[config.mk]
export PLATFORM = sky130hd
export DESIGN_NAME = dma_tx_rq_arbiter
export DESIGN_NICKNAME = d
export VERILOG_FILES = /design/src/rtl/dma_tx_rq_arbiter.sv
export SDC_FILE = /design/constraint.sdc
export NUM_CORES = 1
export LEC_CHECK = 0
export CORE_AREA = 4 4 146 148
export CTS_BUF_LIST = sky130_fd_sc_hd__clkbuf_8
export CTS_CLUSTER_DIAMETER = 50
export CTS_CLUSTER_SIZE = 24
export DETAILED_ROUTE_END_ITERATION = 6
export DIE_AREA = 0 0 150 152
export PLACE_DENSITY = 0.54
export SLEW_MARGIN = 20
export SYNTH_ARGS = -nofsm -noshare
export SYNTH_HDL_FRONTEND = slang
export SYNTH_SLANG_ARGS = --single-unit
[constraint.sdc]
create_clock -name clk -period 3.1 [get_ports clk]
set_clock_uncertainty 0.15 [all_clocks]
set_input_delay 0.775 -clock clk [delete_from_list [all_inputs] [get_ports clk]]
set_output_delay 0.775 -clock clk [all_outputs]
set_load 0.05 [all_outputs]
[src/rtl/dma_tx_rq_arbiter.sv]
// dma_tx_rq_arbiter: multi-channel front end for the single TX DMA request port.
// Arbitrates channel descriptor requests round-robin, caps outstanding requests
// per channel, and routes completions back using a {channel, channel_tag} tag.
//
// Handshake rule for every port pair here: a transfer happens in the cycle where
// valid && ready are both high; a source holds valid and its payload stable until
// that cycle, and ready may depend combinationally on valid.
module dma_tx_rq_arbiter #(
  parameter int RAM_ADDR_WIDTH = 18,
  parameter int BUS_ADDR_WIDTH = 32,
  parameter int DATA_BITS      = 3,
  parameter int CH_BITS        = 2,
  parameter int CTAG_BITS      = 4,
  parameter int MAX_OUTST      = 8
) (
  input  logic                                                        clk,
  input  logic                                                        rst,
  input  logic [(1<<CH_BITS)-1:0]                                     ch_enable,
  input  logic [(1<<CH_BITS)-1:0]                                     s_ch_valid,
  output logic [(1<<CH_BITS)-1:0]                                     s_ch_ready,
  input  logic [(1<<CH_BITS)*(RAM_ADDR_WIDTH-DATA_BITS+1)-1:0]        s_ch_loc_addr,
  input  logic [(1<<CH_BITS)*(BUS_ADDR_WIDTH-DATA_BITS)-1:0]          s_ch_bus_addr,
  input  logic [(1<<CH_BITS)*(RAM_ADDR_WIDTH-DATA_BITS)-1:0]          s_ch_length,
  input  logic [(1<<CH_BITS)*CTAG_BITS-1:0]                           s_ch_tag,
  output logic                                                        m_rq_valid,
  input  logic                                                        m_rq_ready,
  output logic [RAM_ADDR_WIDTH-DATA_BITS:0]                           m_rq_loc_addr,
  output logic [BUS_ADDR_WIDTH-DATA_BITS-1:0]                         m_rq_bus_addr,
  output logic [RAM_ADDR_WIDTH-DATA_BITS-1:0]                         m_rq_length,
  output logic [CH_BITS+CTAG_BITS-1:0]                                m_rq_tag,
  input  logic                                                        s_rc_valid,
  output logic                                                        s_rc_ready,
  input  logic [CH_BITS+CTAG_BITS-1:0]                                s_rc_tag,
  output logic [(1<<CH_BITS)-1:0]                                     m_cpl_valid,
  input  logic [(1<<CH_BITS)-1:0]                                     m_cpl_ready,
  output logic [CTAG_BITS-1:0]                                        m_cpl_tag,
  output logic [(1<<CH_BITS)*(CTAG_BITS+1)-1:0]                       ch_outst,
  output logic                                                        err_underflow,
  output logic [0:0]                                                  dbg_state
);

  localparam int CHANNELS = 1 << CH_BITS;
  localparam int LOC_W    = RAM_ADDR_WIDTH - DATA_BITS + 1;
  localparam int BUS_W    = BUS_ADDR_WIDTH - DATA_BITS;
  localparam int LEN_W    = RAM_ADDR_WIDTH - DATA_BITS;
  localparam int UT_W     = CH_BITS + CTAG_BITS;
  localparam int OUT_W    = CTAG_BITS + 1;

  localparam logic [0:0] ST_ARB = 1'b0;
  localparam logic [0:0] ST_REQ = 1'b1;

  logic [0:0]           state;
  logic [CH_BITS-1:0]   rr_ptr;
  logic [CH_BITS-1:0]   grant_ch;
  logic [CH_BITS-1:0]   pick_ch;
  logic [CH_BITS-1:0]   scan_idx;
  logic                 pick_found;
  logic [CHANNELS-1:0]  elig;
  logic [OUT_W-1:0]     outst [CHANNELS];
  logic                 rq_fire;
  logic                 rc_fire;
  logic [CH_BITS-1:0]   rc_ch;
  logic [CHANNELS-1:0]  cpl_vld;
  logic [CTAG_BITS-1:0] cpl_tag;

  assign dbg_state  = state;
  assign m_rq_valid = (state == ST_REQ);
  assign rq_fire    = m_rq_valid && m_rq_ready;
  assign rc_ch      = s_rc_tag[UT_W-1:CTAG_BITS];
  assign s_rc_ready = !(|cpl_vld) || (|(cpl_vld & m_cpl_ready));
  assign rc_fire    = s_rc_valid && s_rc_ready;
  assign m_cpl_valid = cpl_vld;
  assign m_cpl_tag   = cpl_tag;

  // A channel may compete when it has a request, is enabled and is under its cap.
  always_comb begin
    elig = '0;
    for (int i = 0; i < CHANNELS; i++) begin
      elig[i] = s_ch_valid[i] && ch_enable[i] && (outst[i] < OUT_W'(MAX_OUTST));
    end
  end

  // Round-robin scan starting just after the last granted channel.
  always_comb begin
    pick_found = 1'b0;
    pick_ch    = '0;
    scan_idx   = '0;
    for (int k = 1; k <= CHANNELS; k++) begin
      scan_idx = rr_ptr + CH_BITS'(k);
      if (!pick_found && elig[scan_idx]) begin
        pick_found = 1'b1;
        pick_ch    = scan_idx;
      end
    end
  end

  // Arbitration FSM: latch a grant in ARB, hold it in REQ until the DMA accepts.
  always_ff @(posedge clk) begin
    if (rst) begin
      state    <= ST_ARB;
      rr_ptr   <= CH_BITS'(CHANNELS - 1);
      grant_ch <= '0;
    end else if (state == ST_ARB) begin
      if (pick_found) begin
        grant_ch <= pick_ch;
        state    <= ST_REQ;
      end
    end else if (rq_fire) begin
      rr_ptr <= grant_ch;
      state  <= ST_ARB;
    end
  end

  // Request fields come straight from the granted channel's input slice.
  always_comb begin
    m_rq_loc_addr = s_ch_loc_addr[int'(grant_ch)*LOC_W +: LOC_W];
    m_rq_bus_addr = s_ch_bus_addr[int'(grant_ch)*BUS_W +: BUS_W];
    m_rq_length   = s_ch_length[int'(grant_ch)*LEN_W +: LEN_W];
    m_rq_tag      = {grant_ch, s_ch_tag[int'(grant_ch)*CTAG_BITS +: CTAG_BITS]};
  end

  // One-hot accept pulse back to the granted channel in the handshake cycle.
  always_comb begin
    s_ch_ready = '0;
    for (int i = 0; i < CHANNELS; i++) begin
      s_ch_ready[i] = rq_fire && (grant_ch == CH_BITS'(i));
    end
  end

  // Single-entry completion stage: load on accept, otherwise clear once consumed.
  always_ff @(posedge clk) begin
    if (rst) begin
      cpl_vld <= '0;
      cpl_tag <= '0;
    end else if (rc_fire) begin
      for (int i = 0; i < CHANNELS; i++) begin
        cpl_vld[i] <= (rc_ch == CH_BITS'(i));
      end
      cpl_tag <= s_rc_tag[CTAG_BITS-1:0];
    end else if (|(cpl_vld & m_cpl_ready)) begin
      cpl_vld <= '0;
    end
  end

  // Outstanding counters: issue increments, completion decrements (saturating at 0).
  always_ff @(posedge clk) begin
    if (rst) begin
      for (int i = 0; i < CHANNELS; i++) outst[i] <= '0;
    end else begin
      for (int i = 0; i < CHANNELS; i++) begin
        if (rq_fire && (grant_ch == CH_BITS'(i)) &&
            !(rc_fire && (rc_ch == CH_BITS'(i)) && (outst[i] != '0))) begin
          outst[i] <= outst[i] + 1'b1;
        end else if (!(rq_fire && (grant_ch == CH_BITS'(i))) &&
                     rc_fire && (rc_ch == CH_BITS'(i)) && (outst[i] != '0)) begin
          outst[i] <= outst[i] - 1'b1;
        end
      end
    end
  end

  // Sticky flag for a completion that names a channel with nothing outstanding.
  always_ff @(posedge clk) begin
    if (rst) begin
      err_underflow <= 1'b0;
    end else if (rc_fire && (outst[rc_ch] == '0)) begin
      err_underflow <= 1'b1;
    end
  end

  // Flatten the counters onto the packed debug/status port.
  always_comb begin
    ch_outst = '0;
    for (int i = 0; i < CHANNELS; i++) begin
      ch_outst[i*OUT_W +: OUT_W] = outst[i];
    end
  end

endmodule

==> impl_metrics.py, run 1 <==
metrics = {
    "run_status": {
        "outcome": "finished, final reports clean",
    },
    "timing": {
        "period_needed_ns": 3.09,
        "slew_violations": 0,
        "tightestPinTransition_ns": 0.586,
        "min_period_over_period_pct": 99.6,
        "slew_headroom_pct": 60.8,
        "final_critical_path_setup_slack_ns": 0.0134,
        "timing.hold.ws_ns": 0.309,
        "fmax_mhz": 324,
        "hold_viol_final": 0,
        "setup_viol_count_final": 0,
        "grt_setup_unrepaired": "true",
        "setup_total_negative_slack_ns": 0,
    },
    "die": {
        "die_height_um": 152,
        "die_span_in_x_um": 150,
        "core_area_mm2": 0.0200,
        "design.die.area_mm2": 0.0228,
        "std_cell_rows": 52,
        "io_pins": 380,
        "initial_utilization_pct": 18.7,
    },
    "synth": {
        "async_flop_share_pct": 0,
        "cell_area_after_technology_mapping_mm2": 0.00374,
        "yosys.cell_count.top_type": "sky130_fd_sc_hd__mux4_2",
        "yosys-top-cells-count": "sky130_fd_sc_hd__mux4_2, sky130_fd_sc_hd__nor2_1, sky130_fd_sc_hd__edfxtp_1",
        "post-synth-top-area-fraction_pct": 39.1,
        "synthesis.instances": 319,
        "yosysTopAreaCell": "sky130_fd_sc_hd__mux4_2",
        "synth.ff_latch_count": 34,
        "number_of_flops_mapped_to_enable_cells_by_yosys": 20,
        "seq_area_frac_synth_pct": 23.5,
        "syn-mean-instance-area_um2": 11.7,
        "synth-main-ff-cell": "sky130_fd_sc_hd__edfxtp_1",
        "synth_area_leaders": "sky130_fd_sc_hd__mux4_2, sky130_fd_sc_hd__edfxtp_1, sky130_fd_sc_hd__dfxtp_1",
        "ys_types": 54,
        "post_synthesis_net_count": 611,
        "synth-warning-count": 0,
    },
    "placement": {
        "globalplace.congestion": 0.963,
        "io_buffer_count": 379,
        "hpwl_um": 21100,
        "placement.setup.worst_slack_ns": -0.588,
        "post-place-cells": 988,
    },
    "global_route": {
        "grt_pass1_wl_um": 33100,
        "grt_max_degree": 64,
        "first_global_vias": 4935,
        "antenna_violations_before_repair": 5,
        "globalRouteTotalUtil_pct": 19.6,
        "globalRouteOverflowTotal": 0,
    },
    "power_and_ir_drop": {
        "vdd_ir_drop_max_mv": 0.240,
        "power_leakage_nw": 3.18,
        "power_density_mw_per_mm2": 348,
    },
    "hold_path": {
        "worst_hold_path.endpoint": "m_cpl_tag[0]",
        "min_delay_startpoint": "m_cpl_tag[0]",
        "hold_depth": 2,
        "worstHoldPathType": "reg2reg",
    },
    "route": {
        "drt-total-wl_um": 23700,
        "number_of_violations_reported_at_the_end_of_detailed_routing_iteration_0": 191,
        "remaining_drc_errors": 0,
        "drt_pass1_iterations": 4,
        "post_drt_via_cell_ratio": 4.52,
        "detailroute.via_count": 4569,
        "ant_nets": 0,
        "wire_length_per_cell_after_detailed_routing_um": 23.5,
    },
    "clocking": {
        "htree_levels": 2,
        "clockBufferDepth": 2,
        "cts_tree": "done",
        "cts_made_buffers": 5,
        "clk_pin_slew_worst_paths_ns": 0.07,
        "ctsRootBufferMaster": "sky130_fd_sc_hd__clkbuf_8",
        "clock_insertion_delay_worst_skew_ns": 0.29,
        "cts_num_sinks": 34,
        "cts_hold_buf": 0,
    },
    "critical_path": {
        "r2r_slack_ns": 0.07,
        "cp_launch_type": "input pin",
        "crit_required_ns": 3.11,
        "worst_setup_path_type": "in2reg",
        "rr_endpoint": "outst[0][4]",
        "worst-endpoint-arrival_ns": 3.10,
        "critical_path.max_fanout": 2,
        "critPathCaptureType": "flop",
        "r2r_start": "m_cpl_valid[2]",
        "ff2ff_path_depth": 12,
    },
    "layout": {
        "layout.filler_cells": 1960,
        "layout-drive-gt1-share_pct": 32.2,
        "layout.nets": 1027,
        "stdcell_count": 1010,
        "area_delta_synth_final_pct": 124,
    },
    "job": {
        "max_cap_viol": 0,
    },
}
## through the flow
| stage | utilization [%] | instance area, um^2 | power (mW) |
|---|---|---|---|
| final | 41.9 | 8390 | 2.92 |
| after global routing | 41.9 | 8390 | 3.05 |
| after CTS | 41.3 | 8290 | 2.93 |
| after detailed placement | 40.7 | 8160 | 2.58 |
| after global placement | 40.7 | 8160 | 2.56 |
| after floorplan | - | 3870 | 1.70 |
## how the worst max path moves through the flow
| stage | endpoint | slack (ns) | start | depth (start not counted) |
|---|---|---|---|---|
| 2_1_floorplan | outst[1][4] | -0.14 | m_cpl_ready[2] | 11 |
| 3_3_place_gp | outst[0][4] | -0.54 | m_cpl_ready[2] | 13 |
| 3_5_place_dp | outst[0][4] | -0.59 | m_cpl_ready[2] | 13 |
| 4_1_cts | outst[2][4] | 0.007 | m_cpl_ready[2] | 13 |
| 5_1_grt | outst[0][4] | -0.08 | m_cpl_valid[2] | 12 |
| 6_report | outst[0][4] | 0.01 | s_rc_valid | 12 |
## cell usage in the layout, fill, tap and decap left out, types with 4 or more instances in the layout
cell type	Yosys	layout
sky130_fd_sc_hd__clkdlybuf4s50_1	0	300
sky130_fd_sc_hd__buf_4	1	115
sky130_fd_sc_hd__mux4_2	65	65
sky130_fd_sc_hd__nor2_1	30	29
sky130_fd_sc_hd__edfxtp_1	20	20
sky130_fd_sc_hd__nand2_1	17	16
sky130_fd_sc_hd__inv_1	17	15
sky130_fd_sc_hd__a21oi_1	17	13
sky130_fd_sc_hd__buf_12	0	9
sky130_fd_sc_hd__xor2_1	8	8
sky130_fd_sc_hd__nand2b_1	8	7
sky130_fd_sc_hd__or3_1	8	7
sky130_fd_sc_hd__ha_1	11	7
sky130_fd_sc_hd__dfxtp_1	14	7
sky130_fd_sc_hd__nor3_1	7	6
sky130_fd_sc_hd__a21o_1	6	6
sky130_fd_sc_hd__clkbuf_8	0	6
sky130_fd_sc_hd__xnor2_1	5	5
sky130_fd_sc_hd__diode_2	0	4
sky130_fd_sc_hd__and2_1	4	4
sky130_fd_sc_hd__a21oi_2	0	4
sky130_fd_sc_hd__ha_4	0	4
sky130_fd_sc_hd__dfxtp_2	0	4
sky130_fd_sc_hd__dlygate4sd2_1	0	4
## where the power goes
group | switching [mW] | internal, mW | total (mW)
sequential | 0.0643 | 0.519 | 0.583
combinational | 1.08 | 0.920 | 2.00
clock | 0.164 | 0.175 | 0.339
total | 1.30 | 1.61 | 2.92
## final cells by class
type	instances	area (um^2)	share of cell area (%)
inverter	17	68.8	0.820
clock buffer	6	82.6	0.984
timing repair buffer	433	4120	49.1
tap	270	338	4.03
multi-input combinational	244	2860	34.1
antenna	4	10.0	0.119
sequential	34	897	10.7
clock inverter	2	7.51	0.0895
## critical path, cell delays in order
cell and delay [ns]:
sky130_fd_sc_hd__dlygate4sd2_1 0.30, sky130_fd_sc_hd__o31ai_4 0.12, sky130_fd_sc_hd__nor4_4 0.36, sky130_fd_sc_hd__nand2b_4 0.07
sky130_fd_sc_hd__or2_4 0.27, sky130_fd_sc_hd__fa_2 0.35, sky130_fd_sc_hd__inv_2 0.06, sky130_fd_sc_hd__a21o_1 0.12
sky130_fd_sc_hd__a21oi_2 0.06, sky130_fd_sc_hd__xnor2_1 0.16, sky130_fd_sc_hd__mux2_2 0.37, sky130_fd_sc_hd__nor2_2 0.07
## state kept, by name, indices dropped and copies added, names as in the netlist
| register | count |
|---|---|
| m_cpl_valid | 4 |
| grant_ch | 2 |
| err_underflow | 1 |
| m_cpl_tag | 4 |
| dbg_state | 1 |
| rr_ptr | 2 |
| outst | 20 |
## layer usage
layer  share of wire (%)  wire length, um  up-vias  track usage, %
li1                    -                -     2120               -
met1                  38             9030     2229            23.3
met2                  52            12300      207            34.8
met3                 9.3             2200       13            5.84
met4                0.60              142        0            3.66
met5                   0                0        -               0
## what timing repair did
action | 4_1_cts | 5_1_grt
setup buffers | 3 | 7
resized for setup | 14 | 15
pin swaps | 15 | 16
setup endpoints to repair | 7 | 5
endpoints found under the hold margin | 0 | 0
## cell families after synthesis
| group | Yosys count | share of synthesized area (%) |
|---|---|---|
| flip-flops | 34 | 23.5 |
| adder cells (fa/ha/maj) | 14 | 5.28 |
| XOR/XNOR | 13 | 3.04 |
| buffers and inverters | 41 | 4.61 |
| AO/OA/AOI/OAI | 49 | 9.53 |
| multiplexers | 68 | 40.0 |
| AND/OR/NAND/NOR | 100 | 14.0 |
Note: power is estimated with default switching activity, not from simulation.
==> run 2: changes to the inputs <==
- CORE_AREA: 4 4 146 148 -> 2 2 149 151
- CTS_BUF_LIST: sky130_fd_sc_hd__clkbuf_8 -> default
- DIE_AREA: 0 0 150 152 -> 0 0 151 153
- PLACE_DENSITY: 0.54 -> 0.49
- clock period: 3.1 -> 3.2 ns (I/O delays scaled with it)
==> impl_metrics.py, run 2 (same netlist as run 1, synthesis figures left out) <==
metrics = {
    "critical_path": {
        "cp_slowest_cell": "sky130_fd_sc_hd__o31ai_4",
        "critPathMaxStageDelay_ns": 0.34,
        "crit_required_ns": 3.08,
        "worst-endpoint-arrival_ns": 2.94,
        "worstPathBufferInverterCount": 3,
        "critPathCaptureType": "flop",
        "crit_chain": "dlygate4sd2_1 -> a22o_4 -> o31ai_4 -> buf_6 -> nor4_4 -> nand2b_1 -> inv_2 -> ha_4 -> a21o_1 -> a21oi_2 -> xnor2_1 -> mux2i_1 -> nor2_1",
        "rr_endpoint": "outst[0][3]",
        "worst_setup_path_type": "in2reg",
        "critical_path.max_fanout": 4,
        "r2r_start": "outst[0][1]",
        "r2r_slack_ns": 0.23,
        "cp_launch_type": "input pin",
        "ff2ff_path_depth": 13,
        "cp_top_family": "compound AO/OA/AOI/OAI gates",
    },
    "layout": {
        "stdcell_count": 1006,
        "area_delta_synth_final_pct": 126,
        "top_register_by_number_of_flip_flops": "outst",
        "max_ffs_per_register": 20,
        "layout.filler_cells": 2082,
        "layout_common_cells": "sky130_fd_sc_hd__clkdlybuf4s50_1, sky130_fd_sc_hd__buf_4, sky130_fd_sc_hd__mux4_2",
        "layout-drive-gt1-share_pct": 31.2,
        "mostFrequentLayoutCell": "sky130_fd_sc_hd__clkdlybuf4s50_1",
        "layout.nets": 1015,
    },
    "placement": {
        "hpwl_um": 19600,
        "io_buffer_count": 379,
        "globalplace.congestion": 0.938,
        "post-place-cells": 991,
        "placement.setup.worst_slack_ns": -0.544,
    },
    "global_route": {
        "antenna_violations_before_repair": 11,
        "globalRouteTotalUtil_pct": 18.5,
        "globalRouteOverflowTotal": 0,
        "grt_max_degree": 65,
        "first_global_vias": 4898,
        "grt_pass1_wl_um": 31500,
    },
    "hold_path": {
        "min_delay_startpoint": "m_cpl_tag[0]",
        "worst_hold_path.endpoint": "m_cpl_tag[0]",
        "hold_depth": 2,
        "worstHoldPathType": "reg2reg",
    },
    "power_and_ir_drop": {
        "switching_power_mw": 1.28,
        "vdd_ir_drop_max_mv": 0.214,
        "power_leakage_nw": 3.19,
        "power_density_mw_per_mm2": 363,
        "internal_power_consumption_mw": 1.80,
        "clock_share_of_power_pct": 19.4,
        "combinationalPowerShare_pct": 62.1,
        "share_seq_of_total_power_pct": 18.5,
        "netSwitchingFraction_pct": 41.5,
    },
    "route": {
        "drt-total-wl_um": 22400,
        "ant_nets": 0,
        "detailroute.via_count": 4563,
        "remaining_drc_errors": 0,
        "wire_length_per_cell_after_detailed_routing_um": 22.2,
        "post_drt_via_cell_ratio": 4.54,
        "number_of_violations_reported_at_the_end_of_detailed_routing_iteration_0": 234,
        "drt_pass1_iterations": 4,
    },
    "clocking": {
        "clock_insertion_delay_worst_skew_ns": 0.29,
        "cts_tree": "done",
        "clockBufferDepth": 2,
        "cts_num_sinks": 34,
        "ctsRootBufferMaster": "sky130_fd_sc_hd__clkbuf_16",
        "clk_pin_slew_worst_paths_ns": 0.05,
        "htree_levels": 2,
        "cts_made_buffers": 5,
    },
    "die": {
        "die_height_um": 153,
        "initial_utilization_pct": 17.4,
        "io_pins": 380,
        "std_cell_rows": 54,
        "design.die.area_mm2": 0.0231,
        "core_area_mm2": 0.0215,
        "die_span_in_x_um": 151,
    },
    "run_status": {
        "outcome": "finished, final reports clean",
    },
    "timing": {
        "period_needed_ns": 3.06,
        "min_period_over_period_pct": 95.6,
        "tightestPinTransition_ns": 0.581,
        "slew_headroom_pct": 61.2,
        "hold_viol_final": 0,
        "final_critical_path_setup_slack_ns": 0.140,
        "fmax_mhz": 327,
        "setup_viol_count_final": 0,
        "slew_violations": 0,
    },
    "job": {
        "max_cap_viol": 0,
    },
}
==> run 2: changes by cell type in the layout (fill, tap and decap cells not counted), sizes merged <==
cell           previous run  this run
clkdlybuf4s15             2         3
dlygate4sd2               4         2
buf                     125       113
dlymetal6s2s              0         3
diode                     4         2
inv                      19        17
==> run 2: metrics by stage <==
stage	instance area [um^2]	hold slack, ns	setup TNS (ns)	total power, mW	utilization, %
2_1_floorplan	3850	0.327	-0.0631	1.65	-
3_3_place_gp	8130	0.304	-3.14	2.48	37.8
5_1_grt	8460	0.352	-0.0187	3.22	39.4
4_1_cts	8440	0.317	0	3.11	39.3
6_report	8460	0.317	0	3.07	39.4
3_5_place_dp	8130	0.306	-3.54	2.49	37.8
==> run 2: cell type report <==
cell class | instances | area, um^2 | share of cell area, %
Timing Repair Buffer | 421 | 4080 | 48.2
Multi-Input combinational cell | 244 | 2880 | 34.1
Sequential cell | 34 | 892 | 10.5
Tap cell | 280 | 350 | 4.14
Clock buffer | 8 | 189 | 2.23
Inverter | 17 | 63.8 | 0.754
Antenna cell | 2 | 5.00 | 0.0591
==> run 2: worst max path at each step <==
stage,start,slack (ns),endpoint,cells after the start
floorplan,m_cpl_ready[2],-0.06,outst[1][4],11
global placement,m_cpl_ready[0],-0.52,outst[0][4],13
detailed placement,m_cpl_ready[0],-0.54,outst[0][4],13
CTS,s_rc_tag[4],0.02,outst[2][4],11
global route,m_cpl_ready[3],-0.02,outst[2][4],13
finish,m_cpl_ready[3],0.14,outst[2][4],13
==> run 2: power by group through the flow <==
stage	Combinational, mW	Clock (mW)	Sequential [mW]
after detailed placement	1.91	0	0.578
final	1.91	0.596	0.569
after floorplan	0.988	0	0.659
after global routing	2.01	0.630	0.578
after CTS	1.93	0.609	0.571
after global placement	1.90	0	0.577
==> run 2: routing by layer <==
metal  wire length, um  up-vias  track usage [%]
met5                94        -                0
met3              2340       28             7.16
met2             11200      194             32.7
li1                  -     2089                -
met1              8470     2238             21.3
met4               269       14             3.43
==> run 2: worst reg2reg max path, delay by kind of cell, from the launching register on <==
family | cells | cell delay [ns]
AO/OA/AOI/OAI | 2 | 0.35
adder cells (fa/ha/maj) | 1 | 0.28
AND/OR/NAND/NOR | 6 | 0.99
flip-flops | 1 | 0.45
buffers and inverters | 3 | 0.34
XOR/XNOR | 1 | 0.17
==> run 2: timing repair <==
item | CTS | global route
hold buffers | 0 | 0
endpoints found under the setup margin | 6 | 5
gates cloned | 0 | 0
pin swaps | 18 | 4
gates resized for setup | 23 | 6
setup buffers | 4 | 1
